### src/rtl/mem_arbiter.sv
// mem_arbiter: two-requester round-robin front end for a single-port RAM.
// One transaction in flight at a time, three cycles each: IDLE (grant),
// ISSUE (drive RAM), RESP (return RAM result to the owning requester).
module mem_arbiter #(
    parameter int ADDR_W = 64,
    parameter int DATA_W = 64
) (
    input  logic              clk,
    input  logic              reset,

    input  logic              m0_valid,
    output logic              m0_ready,
    input  logic [ADDR_W-1:0] m0_addr,
    input  logic [DATA_W-1:0] m0_wdata,
    input  logic              m0_we,
    output logic              m0_resp_valid,
    output logic [DATA_W-1:0] m0_rdata,
    output logic              m0_error,

    input  logic              m1_valid,
    output logic              m1_ready,
    input  logic [ADDR_W-1:0] m1_addr,
    input  logic [DATA_W-1:0] m1_wdata,
    input  logic              m1_we,
    output logic              m1_resp_valid,
    output logic [DATA_W-1:0] m1_rdata,
    output logic              m1_error,

    output logic [ADDR_W-1:0] rw_addr,
    output logic [DATA_W-1:0] rw_data_in,
    output logic              rw_write_en,
    input  logic [DATA_W-1:0] rw_data_out,
    input  logic              rw_error,

    output logic              busy
);

    typedef enum logic [1:0] {
        IDLE  = 2'd0,
        ISSUE = 2'd1,
        RESP  = 2'd2
    } state_t;

    state_t state;
    state_t next_state;

    // Latched transaction and arbitration history
    logic              last_grant;   // 1: m1 was granted last, so m0 wins a tie
    logic              owner;        // requester of the transaction in flight
    logic [ADDR_W-1:0] lat_addr;
    logic [DATA_W-1:0] lat_wdata;
    logic              lat_we;

    // Held response values per requester
    logic [DATA_W-1:0] rdata0_q;
    logic [DATA_W-1:0] rdata1_q;
    logic              err0_q;
    logic              err1_q;

    logic              pick0;
    logic              pick1;
    logic              hs0;
    logic              hs1;
    logic              misaligned;
    logic [DATA_W-1:0] resp_rdata;
    logic              resp_err;

    // Round-robin selection: a sole requester wins, a tie goes to the one not granted last
    always_comb begin
        pick0 = m0_valid && (!m1_valid || last_grant);
        pick1 = m1_valid && (!m0_valid || !last_grant);
    end

    // Handshakes and address alignment of the latched request
    always_comb begin
        hs0        = m0_valid && m0_ready;
        hs1        = m1_valid && m1_ready;
        misaligned = |lat_addr[2:0];
    end

    // State register
    always_ff @(posedge clk) begin
        if (reset) begin
            state <= IDLE;
        end else begin
            state <= next_state;
        end
    end

    // Next-state logic: a handshake starts a transaction, then ISSUE and RESP follow unconditionally
    always_comb begin
        next_state = IDLE;
        case (state)
            IDLE:    next_state = (hs0 || hs1) ? ISSUE : IDLE;
            ISSUE:   next_state = RESP;
            RESP:    next_state = IDLE;
            default: next_state = IDLE;
        endcase
    end

    // FSM outputs; reset masks ready, write enable and response strobe in the cycle it is asserted
    always_comb begin
        m0_ready      = 1'b0;
        m1_ready      = 1'b0;
        m0_resp_valid = 1'b0;
        m1_resp_valid = 1'b0;
        rw_addr       = '0;
        rw_data_in    = '0;
        rw_write_en   = 1'b0;
        busy          = (state != IDLE);
        case (state)
            IDLE: begin
                m0_ready = pick0 && !reset;
                m1_ready = pick1 && !reset;
            end
            ISSUE: begin
                rw_addr     = lat_addr;
                rw_data_in  = lat_wdata;
                rw_write_en = lat_we && !misaligned && !reset;
            end
            RESP: begin
                rw_addr       = lat_addr;
                rw_data_in    = lat_wdata;
                m0_resp_valid = !owner && !reset;
                m1_resp_valid = owner && !reset;
            end
            default: ;
        endcase
    end

    // Response value: RAM data only for aligned reads; misalignment always reports an error
    always_comb begin
        resp_rdata = (lat_we || misaligned) ? '0 : rw_data_out;
        resp_err   = misaligned || rw_error;
    end

    // Response outputs show the live RAM result during the strobe and the held value otherwise
    always_comb begin
        m0_rdata = m0_resp_valid ? resp_rdata : rdata0_q;
        m0_error = m0_resp_valid ? resp_err   : err0_q;
        m1_rdata = m1_resp_valid ? resp_rdata : rdata1_q;
        m1_error = m1_resp_valid ? resp_err   : err1_q;
    end

    // Request latch, grant history and per-requester response holding registers
    always_ff @(posedge clk) begin
        if (reset) begin
            last_grant <= 1'b1;
            owner      <= 1'b0;
            lat_addr   <= '0;
            lat_wdata  <= '0;
            lat_we     <= 1'b0;
            rdata0_q   <= '0;
            err0_q     <= 1'b0;
            rdata1_q   <= '0;
            err1_q     <= 1'b0;
        end else begin
            if (hs0 || hs1) begin
                owner      <= hs1;
                last_grant <= hs1;
                lat_addr   <= hs1 ? m1_addr  : m0_addr;
                lat_wdata  <= hs1 ? m1_wdata : m0_wdata;
                lat_we     <= hs1 ? m1_we    : m0_we;
            end
            if (m0_resp_valid) begin
                rdata0_q <= resp_rdata;
                err0_q   <= resp_err;
            end
            if (m1_resp_valid) begin
                rdata1_q <= resp_rdata;
                err1_q   <= resp_err;
            end
        end
    end

endmodule

### config.mk
export PLATFORM = sky130hd
export DESIGN_NAME = mem_arbiter
export DESIGN_NICKNAME = d
export VERILOG_FILES = /design/src/rtl/mem_arbiter.sv
export SDC_FILE = /design/constraint.sdc
export NUM_CORES = 1
export LEC_CHECK = 0
export CAP_MARGIN = 10
export CORE_AREA = 4 4 228 230
export CTS_BUF_LIST = sky130_fd_sc_hd__clkbuf_8
export DETAILED_ROUTE_END_ITERATION = 10
export DIE_AREA = 0 0 232 234
export SYNTH_ARGS = -nofsm -noshare
export SYNTH_HDL_FRONTEND = slang
export SYNTH_SLANG_ARGS = --single-unit
### constraint.sdc
create_clock -name clk -period 2.1 [get_ports clk]
set_clock_uncertainty 0.2 [all_clocks]
set_input_delay 0.42 -clock clk [delete_from_list [all_inputs] [get_ports clk]]
set_output_delay 0.42 -clock clk [all_outputs]
set_load 0.05 [all_outputs]
=== Word-level counts from Yosys, hierarchy flattened ===
Cells that the tools add are included.

* Output and inout port bits: 264
* Logic and storage cells: 54
* Register bits after elaboration: 263
* Input bits: 327

* Equal/unequal tests: 2
* Mux-type cells: 17
* Reduce and logical (&&, ||, !) cells: 25

{| class="wikitable"
|+ Operators with widths
! cell !! number
|-
| 64-bit 2-to-1 mux || 7
|-
| 1-bit logical AND || 10
|-
| 1-bit 2-to-1 mux || 9
|-
| 1-bit logical NOT || 6
|-
| 1-bit logical OR || 5
|-
| 2-bit one-hot mux with 2 select lines || 1
|-
| 3-bit OR reduction || 1
|-
| 2-bit by 1-bit equality test with 1-bit output, second input constant || 1
|-
| 2-bit equality test, second input constant || 1
|-
| 2-bit logical NOT || 1
|-
| 2-bit nonzero test || 1
|-
| 2-bit OR reduction || 1
|}

=== Depth between registers and ports, before layout ===
* Depth after elaboration: 9
* Depth in mapped cells: 9
* Depth with buffers taken out: 7

=== Least setup slack after synthesis ===
Ideal clock, no wire load.

* Path type: in2out
* From: in reset
* To: out rw_write_en
* Data required time: 1.480 ns
* Arrival: 2.196 ns
* Stages: 4
* Path slack: -0.716 ns
* Cell sequence: buf_2 nor2b_1 nand2_1 nor4_1

* Word-level cells in the longest chain between the ends: 3

{| class="wikitable"
|+ RTL lines
! element !! RTL line !! RTL
|-
| start, declared || 9 || <nowiki>input logic reset,</nowiki>
|-
| 1-bit logical NOT || 119 || <nowiki>rw_write_en = lat_we && !misaligned && !reset;</nowiki>
|-
| 1-bit logical AND || 119 ||
|-
| 1-bit 2-to-1 mux || 111 || <nowiki>case (state)</nowiki>
|-
| end, declared || 31 || <nowiki>output logic rw_write_en,</nowiki>
|}

No other way between the ends.

=== Final worst setup path ===
* From: reg state[0]
* To: out m0_rdata[22]

* Word-level cells in the longest chain between the ends: 3

{| class="wikitable"
|+ RTL lines
! element !! RTL line !! RTL
|-
| start, declared || 44 || <nowiki>state_t state;</nowiki>
|-
| start signal, assigned || 86 || <nowiki>state <= next_state;</nowiki>
|-
| 2-bit equality test || 111 ||
|-
| 1-bit 2-to-1 mux || 111 ||
|-
| 64-bit 2-to-1 mux || n/a ||
|-
| end, declared || 17 || <nowiki>output logic [DATA_W-1:0] m0_rdata,</nowiki>
|}

No other way between the ends.

==> qor.csv <==
metric,value,unit
crit_path_cell_trace,inv_2 -> ha_4 -> or3b_4 -> inv_8 -> buf_12 -> buf_16 -> nand3_4 -> nand2_2 -> buf_8,
vias_per_cell,4.86,
route.antenna.remaining_nets,0,
syn-instance-count,1539,
post-route-worst-setup-slack,-0.828,ns
placement.io_buffers,590,
drt_pass1_iterations,9,
finalNonFillerCells,3073,
grt_antenna_before_repair,6,
grt_use_total,0.210,
setup.worst_path.class,reg2out,
ys.flop_type,dfxtp_1,
floorplan.rows,82,
final_layout_net_count,2688,
setup-tns-final,-202.28,ns
timing.critical_path.buf_inv,5,
cts.sink_count,263,
fin_util,0.571,
worst_hold_startpoint,m1_wdata[40],
synth_fp_nets,1869,
period_minus_slack,2.93,ns
peakVddDrop,0.000405,V
clk_root_buffer_cell,clkbuf_8,
violations_in_the_final_reports,setup timing,
total_leakage_power,0.0114,uW
area_growth_syn_to_layout,144,%
maxClockFrequency,341,MHz
synthesis.yosys.warnings,0,
min_to,lat_wdata[40],
num-fill-cells,4109,
number_of_enable_type_register_cells_in_the_synthesized_netlist,0,
grt-ovfl-total,0,
number_of_max_cap_violations,0,
tritoncts,built,
cp-end-kind,primary output,
hold-path-cell-count,3,
critPathTopFamily,simple AND/OR/NAND/NOR gates,
pre_cts_slack,-0.409,ns
worst_ep_arrival_time,2.31,ns
cts-root-to-sink-buffers,3,
drcViolationCount,0,
insertion_delay,0.60,ns
timing.reg2reg.worst_path_depth,13,
dieHeight,234,um
dpl.cell_count,2833,
max-slew-margin-rel,0.388,
path_max_fanout,6,
die_x,232,um
cts.reportedPaths.clkPinSlew,0.06,ns
timing.critical_path.slowest_cell_delay,0.43,ns
hpwl,44.9,mm
setup_violations,387,
r2r_slack,-0.42,ns
max_slew.worst_pin.slew,0.918,ns
routed_wirelength,69.6,mm
wl_per_cell,22.6,um
syn-cell-area,11700,um^2
critical_path.reg2reg.startpoint,state[0],
fraction_of_layout_cells_with_a_size_suffix_above_1,0.496,
dieArea,54300,um^2
yosys_register_bits,263,
power.density,566,nW/um^2
grt_setup_unrepaired,true,
critical_path_source,state[0],
hold_viol_final,0,
yosysSeqAreaShare,0.450,
required,1.48,ns
grt_first_pass_wirelength,87.1,mm
cts.htree.levels,2,
category_of_the_worst_setup_path_launch_point,register,
boundaryPins,591,
coreArea,49900,um^2
critical_path.reg2reg.endpoint,lat_wdata[49],
routability_congestion_estimate,0.892,
timing.final.crit_share,1.39,
vias,14926,
cp_slowest_cell,or3b_4,
timing_max_transition_violations_final,0,
async_flop_share,0,
first_iter_violations,937,
worstHoldPathType,in2reg,
run_status,"complete, but fails checks",
grt_max_degree,72,
initial_utilization,0.235,
total_power,16100,uW
number_of_cts_inserted_buffers,50,
grt_pass1_vias,14279,
synthDistinctLibCells,32,
syn_area_per_cell,7.60,um^2
-- final cells by class --
type / count / area, um^2 / area share
clock buffers: 66 / 908 / 0.0319
inverters: 29 / 136 / 0.00479
well taps: 672 / 841 / 0.0295
diodes: 3 / 7.51 / 0.000264
multi-input cells: 1114 / 8820 / 0.310
repair inverters: 1 / 8.76 / 0.000307
repair buffers: 899 / 12400 / 0.434
flip-flops and latches: 263 / 5270 / 0.185
clock inverters: 26 / 139 / 0.00488
-- worst reg2reg max path, stage by stage (launching register included) --
cell and delay [ns]:
dfxtp_2 0.34, inv_2 0.05, buf_4 0.13, buf_6 0.11, ha_4 0.15, and2b_4 0.17, and3_4 0.24, buf_4 0.16
buf_6 0.11, buf_6 0.10, buf_6 0.10, buf_6 0.13, a222oi_1 0.34, inv_1 0.07
-- power breakdown --
group	switching [uW]	total [uW]	internal, uW
sequential	161	5420	5260
clock	2340	5260	2920
combinational	2760	5450	2690
total	5270	16100	10900
-- routing by layer --
| layer | GRT usage | up-vias | share of wire |
|---|---|---|---|
| met5 | 0 | - | 0.00059 |
| met4 | 0.0923 | 6 | 0.046 |
| met3 | 0.0698 | 170 | 0.087 |
| met2 | 0.368 | 730 | 0.50 |
| met1 | 0.232 | 7115 | 0.36 |
| li1 | - | 6905 | - |
-- what timing repair did --
item	CTS	global route
gates resized for setup	253	345
pin swaps	73	154
endpoints found under the setup margin	287	394
hold buffers	1	0
gates cloned	11	45
hold endpoints to repair	3	0
buffers inserted	39	55
-- synth_stat cells (2+ instances only) --
library cell	number	area [um^2]
nand2_1	469	1760
dfxtp_1	263	5270
a21oi_1	130	651
and2_1	128	801
nand3_1	128	641
nor2_1	101	379
a311oi_1	91	797
clkbuf_1	57	214
buf_2	53	265
inv_1	28	105
a222oi_1	23	230
buf_4	18	135
a311oi_2	9	135
o21ai_0	8	40.0
mux2i_1	6	60.1
buf_6	4	45.0
ha_1	3	37.5
nor2b_1	3	18.8
nor4_1	3	18.8
and3_1	2	12.5
-- layout by cell type (no fill, tap or decap), types with 3 or more instances in the layout --
master / instances
a311oi_1: 64
a21oi_2: 3
buf_12: 279
o21ai_0: 6
clkdlybuf4s50_1: 325
clkbuf_16: 29
nand2_1: 247
nand2_2: 70
nand3_4: 71
buf_16: 18
dfxtp_1: 261
buf_8: 32
mux2i_1: 6
diode_2: 3
buf_4: 164
and2_4: 128
a311oi_2: 36
buf_6: 50
nand3_2: 57
a21oi_1: 127
a222oi_1: 23
nand2_4: 143
nor2_1: 99
inv_1: 40
clkinv_2: 6
clkbuf_8: 67
nand2_8: 10
-- worst max-delay path by stage --
| stage | to | slack [ns] | depth (start not counted) |
|---|---|---|---|
| 6_report | m0_rdata[22] | -0.83 | 9 |
| 5_1_grt | m0_rdata[22] | -0.94 | 9 |
| 4_1_cts | m0_rdata[20] | -0.87 | 9 |
| 3_5_place_dp | lat_addr[0] | -0.41 | 7 |
| 3_3_place_gp | lat_addr[0] | -0.39 | 7 |
| 2_1_floorplan | m0_error | -0.14 | 4 |
-- per-stage QoR --
step / area (um^2) / hold slack (ns)
floorplan: 13200 / 0.217
global placement: 23300 / 0.230
detailed placement: 23300 / 0.240
CTS: 26000 / 0.118
global route: 28500 / 0.147
finish: 28500 / 0.186
-- cell families (layout without fill, tap and decap cells) --
logic type	count (synthesis)	after routing	share of synthesized area
buffers and inverters	163	1021	0.0664
adder cells (fa/ha/maj)	3	3	0.00321
multiplexers	6	6	0.00513
other	0	3	0
AO/OA/AOI/OAI	263	263	0.160
AND/OR/NAND/NOR	841	842	0.315
flip-flops	263	263	0.450
-- flip-flops by register name (all words and copies together), names as in the netlist --
signal and cells:
lat_we 1, err0_q 1, rdata0_q 64, rdata1_q 64, state 2, lat_addr 64
owner 1, lat_wdata 64, last_grant 1, err1_q 1
Note: power is estimated with default switching activity, not from simulation.
